File: src/rtl/d_jb_predictor_pkg.sv
//------------------------------------------------------------------------------
// Module  : d_jb_predictor_pkg
// Brief   : Shared opcode/func constants, jump-select and bop encodings, and
//           the counter initialisation helper for the jump/branch predictor.
// Revision: 1.0 - initial release
//------------------------------------------------------------------------------
`default_nettype none

package d_jb_predictor_pkg;

    localparam logic [5:0] c_OP_SPECIAL = 6'b000000;
    localparam logic [5:0] c_OP_REGIMM  = 6'b000001;
    localparam logic [5:0] c_OP_J       = 6'b000010;
    localparam logic [5:0] c_OP_JAL     = 6'b000011;
    localparam logic [5:0] c_OP_BEQ     = 6'b000100;
    localparam logic [5:0] c_OP_BNE     = 6'b000101;
    localparam logic [5:0] c_OP_BLEZ    = 6'b000110;
    localparam logic [5:0] c_OP_BGTZ    = 6'b000111;

    localparam logic [5:0] c_FUNC_JR    = 6'b001000;
    localparam logic [4:0] c_REG_RA     = 5'd31;

    localparam logic [1:0] c_JUMP_NONE   = 2'b00;
    localparam logic [1:0] c_JUMP_DIRECT = 2'b01;
    localparam logic [1:0] c_JUMP_REG    = 2'b10;

    localparam logic [2:0] c_BOP_NONE = 3'b000;
    localparam logic [2:0] c_BOP_BEQ  = 3'b001;
    localparam logic [2:0] c_BOP_BNE  = 3'b010;
    localparam logic [2:0] c_BOP_BLEZ = 3'b011;
    localparam logic [2:0] c_BOP_BGTZ = 3'b100;
    localparam logic [2:0] c_BOP_BLTZ = 3'b101;
    localparam logic [2:0] c_BOP_BGEZ = 3'b110;

    // Weakly-not-taken value for a counter of the given width (1..4 bits)
    function automatic logic [3:0] ctr_init(input int ctr_w);
        return 4'((1 << (ctr_w - 1)) - 1);
    endfunction

endpackage

`default_nettype wire

File: src/rtl/jb_ras.sv
//------------------------------------------------------------------------------
// Module  : jb_ras
// Brief   : Circular return-address stack; a push when full overwrites the
//           oldest entry. Built only when JB_RAS_EN is defined.
// Revision: 1.0 - initial release
//------------------------------------------------------------------------------
`default_nettype none

`ifdef JB_RAS_EN
module jb_ras #(
    parameter int RAS_DEPTH = 4,
    parameter int PC_W      = 32
) (
    input  logic            clk,
    input  logic            rst,
    input  logic            i_push,
    input  logic [PC_W-1:0] i_push_data,
    input  logic            i_pop,
    output logic            o_valid,
    output logic [PC_W-1:0] o_top
);

    localparam int PTR_W = $clog2(RAS_DEPTH);
    localparam logic [PTR_W:0] c_FULL = (PTR_W+1)'(RAS_DEPTH);

    logic [PC_W-1:0]  r_stack [RAS_DEPTH];
    logic [PTR_W-1:0] r_ptr;
    logic [PTR_W:0]   r_cnt;
    logic [PTR_W-1:0] w_top_ptr;

    // r_ptr is the next free slot, so the top lives one below it
    assign w_top_ptr = r_ptr - PTR_W'(1);
    assign o_top     = r_stack[w_top_ptr];
    assign o_valid   = (r_cnt != '0);

    always_ff @(posedge clk) begin
        if (rst) begin
            r_ptr <= '0;
            r_cnt <= '0;
        end else if (i_push) begin
            r_stack[r_ptr] <= i_push_data;
            r_ptr          <= r_ptr + PTR_W'(1);
            if (r_cnt != c_FULL) begin
                r_cnt <= r_cnt + (PTR_W+1)'(1);
            end
        end else if (i_pop && (r_cnt != '0)) begin
            r_ptr <= w_top_ptr;
            r_cnt <= r_cnt - (PTR_W+1)'(1);
        end
    end

endmodule
`endif

`default_nettype wire

File: src/rtl/d_jb_predictor.sv
//------------------------------------------------------------------------------
// Module  : d_jb_predictor
// Brief   : Decode-stage jump/branch decoder with a saturating-counter branch
//           history table and optional return-address stack (macro JB_RAS_EN).
// Revision: 1.0 - initial release
//------------------------------------------------------------------------------
`default_nettype none

module d_jb_predictor
    import d_jb_predictor_pkg::*;
#(
    parameter int IDX_W     = 6,
    parameter int CTR_W     = 2,
    parameter int RAS_DEPTH = 4,
    parameter int PC_W      = 32
) (
    input  logic             clk,
    input  logic             rst,
    input  logic             i_con_valid,
    input  logic [5:0]       i_con_instru,
    input  logic [5:0]       i_con_func,
    input  logic             i_con_rt,
    input  logic [4:0]       i_con_rs,
    input  logic [PC_W-1:0]  i_con_pc,
    input  logic             i_res_valid,
    input  logic [IDX_W-1:0] i_res_idx,
    input  logic             i_res_taken,
    output logic [1:0]       o_con_jump,
    output logic [2:0]       o_con_bop,
    output logic             o_con_aluPC4,
    output logic             o_con_predict,
    output logic [IDX_W-1:0] o_con_idx,
    output logic             o_ras_valid,
    output logic [PC_W-1:0]  o_ras_target
);

    localparam int               BHT_SIZE   = 1 << IDX_W;
    localparam logic [CTR_W-1:0] c_CTR_INIT = CTR_W'(ctr_init(CTR_W));
    localparam logic [CTR_W-1:0] c_CTR_MAX  = {CTR_W{1'b1}};

    logic [CTR_W-1:0] r_bht [BHT_SIZE];
    logic [1:0]       w_jump;
    logic [2:0]       w_bop;
    logic             w_alu_pc4;
    logic [IDX_W-1:0] w_idx;
    logic [CTR_W-1:0] w_res_ctr;

    always_comb begin
        w_jump    = c_JUMP_NONE;
        w_bop     = c_BOP_NONE;
        w_alu_pc4 = 1'b0;
        case (i_con_instru)
            c_OP_BEQ:    w_bop = c_BOP_BEQ;
            c_OP_BNE:    w_bop = c_BOP_BNE;
            c_OP_BLEZ:   w_bop = c_BOP_BLEZ;
            c_OP_BGTZ:   w_bop = c_BOP_BGTZ;
            c_OP_REGIMM: w_bop = i_con_rt ? c_BOP_BGEZ : c_BOP_BLTZ;
            c_OP_J:      w_jump = c_JUMP_DIRECT;
            c_OP_JAL: begin
                w_jump    = c_JUMP_DIRECT;
                w_alu_pc4 = 1'b1;
            end
            c_OP_SPECIAL: begin
                if (i_con_func == c_FUNC_JR) begin
                    w_jump = c_JUMP_REG;
                end
            end
            default: ;
        endcase
    end

    assign w_idx         = i_con_pc[IDX_W+1:2];
    assign o_con_jump    = w_jump;
    assign o_con_bop     = w_bop;
    assign o_con_aluPC4  = w_alu_pc4;
    assign o_con_idx     = w_idx;
    assign o_con_predict = (w_bop != c_BOP_NONE) ? r_bht[w_idx][CTR_W-1] : 1'b0;

    // No read bypass: decode sees the pre-update counter during a write cycle
    assign w_res_ctr = r_bht[i_res_idx];

    always_ff @(posedge clk) begin
        if (rst) begin
            for (int i = 0; i < BHT_SIZE; i++) begin
                r_bht[i] <= c_CTR_INIT;
            end
        end else if (i_res_valid) begin
            if (i_res_taken) begin
                if (w_res_ctr != c_CTR_MAX) begin
                    r_bht[i_res_idx] <= w_res_ctr + CTR_W'(1);
                end
            end else if (w_res_ctr != '0) begin
                r_bht[i_res_idx] <= w_res_ctr - CTR_W'(1);
            end
        end
    end

`ifdef JB_RAS_EN
    logic w_push;
    logic w_pop;

    assign w_push = i_con_valid && (i_con_instru == c_OP_JAL);
    assign w_pop  = i_con_valid && (i_con_instru == c_OP_SPECIAL) &&
                    (i_con_func == c_FUNC_JR) && (i_con_rs == c_REG_RA);

    jb_ras #(
        .RAS_DEPTH (RAS_DEPTH),
        .PC_W      (PC_W)
    ) u_jb_ras (
        .clk         (clk),
        .rst         (rst),
        .i_push      (w_push),
        .i_push_data (i_con_pc + PC_W'(4)),
        .i_pop       (w_pop),
        .o_valid     (o_ras_valid),
        .o_top       (o_ras_target)
    );
`else
    logic w_unused_ras_inputs;

    // Stack inputs have no consumer when the stack is not built
    assign w_unused_ras_inputs = ^{i_con_valid, i_con_rs, i_con_pc};
    assign o_ras_valid         = 1'b0;
    assign o_ras_target        = '0;
`endif

endmodule

`default_nettype wire

File: config.mk
export PLATFORM = sky130hd
export DESIGN_NAME = d_jb_predictor
export DESIGN_NICKNAME = d
export VERILOG_FILES = /design/src/rtl/d_jb_predictor_pkg.sv /design/src/rtl/jb_ras.sv /design/src/rtl/d_jb_predictor.sv
export SDC_FILE = /design/constraint.sdc
export NUM_CORES = 1
export LEC_CHECK = 0
export ABC_AREA = 1
export BUFFER_PORTS_ARGS = -buffer_cell sky130_fd_sc_hd__buf_2
export CORE_AREA = 5 5 145 147
export DETAILED_ROUTE_END_ITERATION = 6
export DIE_AREA = 0 0 150 152
export GPL_TIMING_DRIVEN = 0
export PLACE_DENSITY = 0.71
export SLEW_MARGIN = 20
export SYNTH_ARGS = -nofsm -noshare
export SYNTH_HDL_FRONTEND = slang
export SYNTH_SLANG_ARGS = --single-unit
File: constraint.sdc
create_clock -name clk -period 2 [get_ports clk]
set_input_delay 0.4 -clock clk [delete_from_list [all_inputs] [get_ports clk]]
set_output_delay 0.4 -clock clk [all_outputs]
set_load 0.01 [all_outputs]
==> results of run 1 <==
cells by family after synthesis:
| group | count (synthesis) |
|---|---|
| DFF | 128 |
| buffers and inverters | 252 |
| other | 1 |
| AOI/OAI and AO/OA | 83 |
| and+or+nand+nor | 668 |
worst reg2reg max path, stage by stage (launching register included):
cell       delay, ps
edfxtp_1         420
or2_4            270
nand3_2           60
nand2_2           70
o21bai_4         140
nand2_2           80
nor2_2           140
nand2_1          100
nand2_2           80
nand2_2           60
nand2_4          110
buf_12           180
clkbuf_16        210
nand2_4           80
nand2_4           80
power by group:
group	leakage, nW	internal, W	switching (W)	total (W)
combinational	4.01	0.000719	0.00123	0.00195
sequential	1.10	0.00300	0.0000313	0.00303
clock	0.256	0.00181	0.00121	0.00302
total	5.37	0.00553	0.00247	0.00800
cell type report:
cell class	count	area (sq um)
buffer	104	1060
timing repair buffer	71	767
inverter	148	574
clock inverter	12	119
sequential	128	3840
clock buffer	20	437
fill	1697	8110
multi-input combinational	785	4530
tap	270	338
through the flow:
stage	power, W	cell area [sq um]	setup WS (ps)
4_1_cts	0.00732	10000	-375
3_3_place_gp	0.00429	9080	-1100
5_1_grt	0.00815	11700	-426
6_report	0.00800	11700	-381
3_5_place_dp	0.00431	9080	-1100
2_1_floorplan	0.00385	8550	-93.4
routing by layer:
| metal | global-route usage [%] | part of all wire (%) | vias up |
|---|---|---|---|
| li1 | - | - | 3798 |
| met1 | 33.5 | 34 | 4040 |
| met2 | 41.7 | 47 | 671 |
| met3 | 5.57 | 13 | 157 |
| met4 | 15.0 | 6.5 | 0 |
| met5 | 0 | 0 | - |
repair_timing:
item | CTS | global route
gates cloned | 0 | 14
setup endpoints to repair | 257 | 257
gates resized for setup | 103 | 338
pin swaps | 4 | 24
buffers inserted | 7 | 12
placed cells by master, fill, tap and decap left out, types with 13 or more instances in the layout:
master / Yosys / final
inv_1: 140 / 131
nand3_2: 1 / 51
clkbuf_16: 0 / 30
nand2_1: 317 / 184
nand3_1: 155 / 103
conb_1: 1 / 33
buf_12: 0 / 21
o21ai_0: 41 / 26
edfxtp_1: 128 / 128
o21ai_1: 5 / 15
buf_6: 7 / 13
nand2_4: 0 / 70
nand2_2: 0 / 59
a21oi_1: 30 / 27
nor2_1: 174 / 157
buf_4: 45 / 53
buf_2: 26 / 40
buf_8: 0 / 14
final timing paths:
check,end,cells after the start
setup / recovery,r_bht[49][0]$_SDFFCE_PN1P_,14
hold / removal,r_bht[3][1]$_SDFFCE_PN0P_,5
setup reg to reg,r_bht[49][0]$_SDFFCE_PN1P_,14
hold reg to reg,r_bht[3][1]$_SDFFCE_PN0P_,13
==> impl_results.md, run 1 <==
* Most used cell, CP: nand2_2
* Port-buffer cells at 39
* Core Util, Final at 59.0%
* Final std cells w/o fill at 1,538
* Gr ovfl total at 0
* Top cell type's share of synthesized area at 46.6%
* Critical path's largest stage delay at 420 ps
* Worst-Margin Slew at 1430 ps
* Total die area at 22,800 sq um
* CP Data Arrival Time at 2530 ps
* Worst setup path start: r_bht[58][1]$_SDFFCE_PN0P_
* Initial antenna violation count at 0
* Synth warnings at 0
* Final Hold Vio Count at 0
* CP Launch Type: register
* Post-synth EDFFs at 128
* WP buf/inv at 2
* Main synth FF type: edfxtp_1
* Layout cells sized above 1 at 34.1%
* RSZ-0062 raised after global routing: true
* Max Cap Viol at 0
* Simple-gate share of the synthesized area at 33.5%
* Post-synthesis sequential area ratio at 46.6%
* Worst slew margin at 4.58%
* Final Slew Violations at 0
* Largest net degree at the start of global routing at 17
* Period utilization at 119%
* Biggest regs: r_bht x128
* Worst-Skew Late Latency at 450 ps
* Setup-failing EPs final at 257
* Synthesized area at 8240 sq um
* Synth area leaders: edfxtp_1, nand2_1, nand3_1
* Pre-Repair DR Iteration Count at 7
* Clock Path Buffers at 2
* GPL Wtd Cong at 1.04
* Power Density at 685 nW/um^2
* Final HPWL DP at 20,300 um
* Synth top cells by count: nand2_1, nor2_1, nand3_1
* Vias per std cell at 5.63
* Synth Register Bits at 128
* Kind of critical path: reg2reg
* Mean Syn Cell Area at 7.28 sq um
* Post-synthesis mux area share at 0%
* Core area at 19,800 sq um
* Count leader, synth: nand2_1
* Max reg flops at 128
* Largest family of logic cells by synthesized area: simple AND/OR/NAND/NOR gates
* Area leader, netlist: edfxtp_1
* Antenna Violating Nets Remaining at 0
* Worst reg2reg setup slack at -380 ps
* Clk sink count at 128
* HP Class: in2reg
* Clk pin slew, worst setup/hold paths at 60 ps
* Lkg Pwr at 5.37 nW
* CTS tree: yes
* Nets@finish at 1,316
* Max Freq at 420 MHz
* Crit path max fanout at 8
* Area Growth Syn to Fin at 41.6%
* Total CTS buffers at 17
* Crit Reg-Reg Startpoint: r_bht[58][1]$_SDFFCE_PN0P_
* CP required at 2150 ps
* Outcome: complete, but fails checks
* Hold Crit Start: i_res_taken
* Syn Inst Count at 1,132
* XOR/XNOR Fraction of Synth Area at 0%
* H-tree Lvls at 4
* Core Rows at 52
* Sequence of cells on the critical path: or2_4 -> nand3_2 -> nand2_2 -> o21bai_4 -> nand2_2 -> nor2_2 -> nand2_1 -> nand2_2 -> nand2_2 -> nand2_4 -> buf_12 -> clkbuf_16 -> nand2_4 -> nand2_4
* Worst clock skew at 10.9 ps
* VDD IR-drop max at 0.476 mV
* Slowest stage cell, crit path: edfxtp_1
* Adder-Cell Fraction of Synth Area at 0%
* Final WL at 33,500 um
* Worst hold slack at 615 ps
* Starting Density at 41.7%
* I/O Pins at 107
* Placed cell count at 1,473
* Async SR Flop Fraction at 0%
* Die Span Y at 152 um
* Synth cell types at 30
* Compound-Gate Fraction of Synth Area at 5.22%
* Setup TNS Final at -79,070 ps
* Failing checks: design-rule violations, negative setup slack
* Global Route Usage Sum at 26.4%
* Post-CTS Hold Buffers at 0
* Vias at 8,666
* Vias in the first global route at 7,801
* Post-route setup slack at -381 ps
* Root Driver: clkbuf_16
* Fin crit period at 2380 ps
* First-pass GRT wire length at 44,600 um
* Residual DRC at 1
* Drt initial violations at 1,214
* Largest Register: r_bht
* Crit path max-delay family: simple AND/OR/NAND/NOR gates
* CP endpoint kind: register
* Wire per inst at 21.8 um
* ANT cells at 0
* Die Width at 150 um
Note: power is estimated with default switching activity, not from simulation.
==> run 2, diff against run 1 <==
--- a/config.mk
+++ b/config.mk
@@ -16,3 +16,4 @@
 export SYNTH_ARGS = -nofsm -noshare
 export SYNTH_HDL_FRONTEND = slang
 export SYNTH_SLANG_ARGS = --single-unit
+export TNS_END_PERCENT = 1
==> impl_results.md, run 2 (synthesis gave the netlist of run 1 again) <==
* Outcome: complete, but fails checks (unchanged)
* Failing checks: negative setup slack (was design-rule violations, negative setup slack)
* Antenna Violating Nets Remaining at 0 (unchanged)
* Global Route Usage Sum at 27.5% (was 26.4%)
* Total die area at 22,800 sq um (unchanged)
* Initial antenna violation count at 0 (unchanged)
* Clock Path Buffers at 2 (unchanged)
* Met2 track demand over resource at 43.0% (was 41.7%)
* Design area at 10,900 sq um (was 11,700 sq um)
* CP endpoint kind: register (unchanged)
* Power Density at 716 nW/um^2 (was 685 nW/um^2)
* Commonest non-fill, non-tap cells in the layout: nand2_1, nor2_1, nand3_1, inv_1, edfxtp_1 (was nand2_1, nor2_1, inv_1, edfxtp_1, nand3_1)
* Crit path to: r_bht[6][1]$_SDFFCE_PN0P_ (was r_bht[49][0]$_SDFFCE_PN1P_)
* Vias at 8,401 (was 8,666)
* Residual DRC at 0 (was 1)
* Largest net degree at the start of global routing at 17 (unchanged)
* Crit Reg-Reg Startpoint: r_bht[58][1]$_SDFFCE_PN0P_ (unchanged)
* VDD IR-drop max at 0.555 mV (was 0.476 mV)
* Gr ovfl total at 0 (unchanged)
* Worst slew margin at 15.8% (was 4.58%)
* H-tree Lvls at 4 (unchanged)
* Post-CTS Hold Buffers at 0 (unchanged)
* Worst clock skew at 11.4 ps (was 10.9 ps)
* Final WL at 32,400 um (was 33,500 um)
* Clk pin slew, worst setup/hold paths at 50 ps (was 60 ps)
* Total CTS buffers at 17 (unchanged)
* Layout cells sized above 1 at 28.2% (was 34.1%)
* HP Class: in2reg (unchanged)
* Starting Density at 41.7% (unchanged)
* RSZ-0062 raised after global routing: true (unchanged)
* Crit path max fanout at 9 (was 8)
* Lkg Pwr at 5.00 nW (was 5.37 nW)
* Drt initial violations at 1,028 (was 1,214)
* Max Freq at 418 MHz (was 420 MHz)
* Reg2Reg Depth at 14 (unchanged)
* Max Cap Viol at 0 (unchanged)
* Core area at 19,800 sq um (unchanged)
* Worst setup path start: i_res_idx[3] (was r_bht[58][1]$_SDFFCE_PN0P_)
* Worst-Skew Late Latency at 440 ps (was 450 ps)
* Gr busiest metal: met2 (unchanged)
* Largest Register: r_bht (unchanged)
* CP required at 2130 ps (was 2150 ps)
* GRT met1 Usage at 34.7% (was 33.5%)
* Core Rows at 52 (unchanged)
* Die Width at 150 um (unchanged)
* Worst-Margin Slew at 1260 ps (was 1430 ps)
* First-pass GRT wire length at 46,400 um (was 44,600 um)
* Placed cell areas at 9030 sq um (was 9080 sq um)
* Vias per std cell at 5.50 (was 5.63)
* Nets@finish at 1,307 (was 1,316)
* CP Launch Type: primary input (was register)
* Wire per inst at 21.2 um (was 21.8 um)
* Final HPWL DP at 20,800 um (was 20,300 um)
* Final Hold Vio Count at 0 (unchanged)
* CTS tree: yes (unchanged)
* Area Growth Syn to Fin at 31.9% (was 41.6%)
* Fin crit period at 2390 ps (was 2380 ps)
* Worst reg2reg setup slack at -370 ps (was -380 ps)
* GPL Wtd Cong at 1.07 (was 1.04)
* ANT cells at 0 (unchanged)
* # fillers at 1,795 (was 1,697)
* Root Driver: clkbuf_16 (unchanged)
* Post-route setup slack at -390 ps (was -381 ps)
* Max reg flops at 128 (unchanged)
* Die Span Y at 152 um (unchanged)
* Port-buffer cells at 39 (unchanged)
* Period utilization at 119% (about the same)
* Reg-to-reg endpoint: r_bht[6][1]$_SDFFCE_PN0P_ (was r_bht[49][0]$_SDFFCE_PN1P_)
* Pre-Repair DR Iteration Count at 6 (was 7)
* Hold depth at 5 (unchanged)
* Setup-failing EPs final at 257 (unchanged)
* Kind of critical path: in2reg (was reg2reg)
* CP Data Arrival Time at 2520 ps (was 2530 ps)
* Biggest regs: r_bht x128 (unchanged)
* M3 GR Usage at 6.49% (was 5.57%)
* Setup TNS Final at -78,260 ps (was -79,070 ps)
* I/O Pins at 107 (unchanged)
* Clk sink count at 128 (unchanged)
* Most common cell after layout, fill and taps aside: nand2_1 (unchanged)
* Vias in the first global route at 8,020 (was 7,801)
* Final Slew Violations at 0 (unchanged)
[run 2: changes by cell type in the layout (fill, tap and decap cells not counted), moves of 5 or more]
| cell | previous run | this run |
|---|---|---|
| buf_12 | 21 | 15 |
| clkbuf_16 | 30 | 25 |
| inv_1 | 131 | 136 |
| inv_2 | 12 | 6 |
| nand2_1 | 184 | 197 |
| nand2_2 | 59 | 92 |
| nand2_4 | 70 | 28 |
| nand3_1 | 103 | 144 |
| nand3_2 | 51 | 11 |
| nor2_1 | 157 | 164 |
[run 2: critical path: stages]
cell and delay, ps:
buf_2 200, inv_1 110, nor3_2 360, inv_2 200
nor2_2 200, nor2_1 60, nand2_1 60, nor2_1 50
nand2_2 100, nand2_2 80, nand2_4 160, buf_12 190
clkbuf_16 200, nand2_4 70, nand2_4 70
[run 2: layer usage]
metal  vias up  routed length (um)  share of wire [%]
li1       3785                   -                  -
met3       142                3940                 12
met1      3877               11500                 35
met2       597               14800                 46
met4         0                2210                6.8
met5         -                   0                  0
[run 2: cell type report]
cell class | count | area (sq um) | share of cell area (%)
inverters | 148 | 574 | 5.28
flip-flops and latches | 128 | 3840 | 35.4
multi-input cells | 784 | 3930 | 36.1
well taps | 270 | 338 | 3.11
clock inverters | 10 | 120 | 1.11
repair buffers | 63 | 607 | 5.58
plain buffers | 104 | 1020 | 9.41
clock buffers | 20 | 437 | 4.02
[run 2: how the worst min path moves through the flow]
| stage | start | slack, ps | end |
|---|---|---|---|
| global route | i_res_idx[4] | 700 | r_bht[1][0]$_SDFFCE_PN1P_ |
| detailed placement | i_con_pc[3] | 990 | o_con_idx[1] |
| CTS | i_res_idx[3] | 630 | r_bht[50][0]$_SDFFCE_PN1P_ |
| global placement | i_con_pc[4] | 990 | o_con_idx[2] |
| finish | i_res_idx[4] | 660 | r_bht[1][0]$_SDFFCE_PN1P_ |
| floorplan | i_res_idx[3] | 770 | r_bht[50][0]$_SDFFCE_PN1P_ |
[run 2: per-stage QoR]
step                util, %  setup WS (ps)  cells  power [W]  hold WS (ps)
floorplan                 -          -93.4   1164    0.00384           765
global placement       45.6          -1020   1473    0.00430           987
detailed placement     45.6          -1020   1473    0.00431           990
CTS                    51.2           -352   1511    0.00746           633
global route           54.9           -464   1527    0.00795           696
finish                 54.9           -390   1527    0.00779           660
[run 2: repair_timing]
action | CTS | global route
gates resized for setup | 154 | 147
setup endpoints to repair | 257 | 257
pin swaps | 5 | 21
buffers inserted | 6 | 8
endpoints found under the hold margin | 0 | 0
gates cloned | 2 | 8
[run 2: power breakdown]
group          switching, W  internal, W  total [W]
logic               0.00110     0.000588    0.00169
registers         0.0000287      0.00300    0.00303
clock network       0.00115      0.00192    0.00307
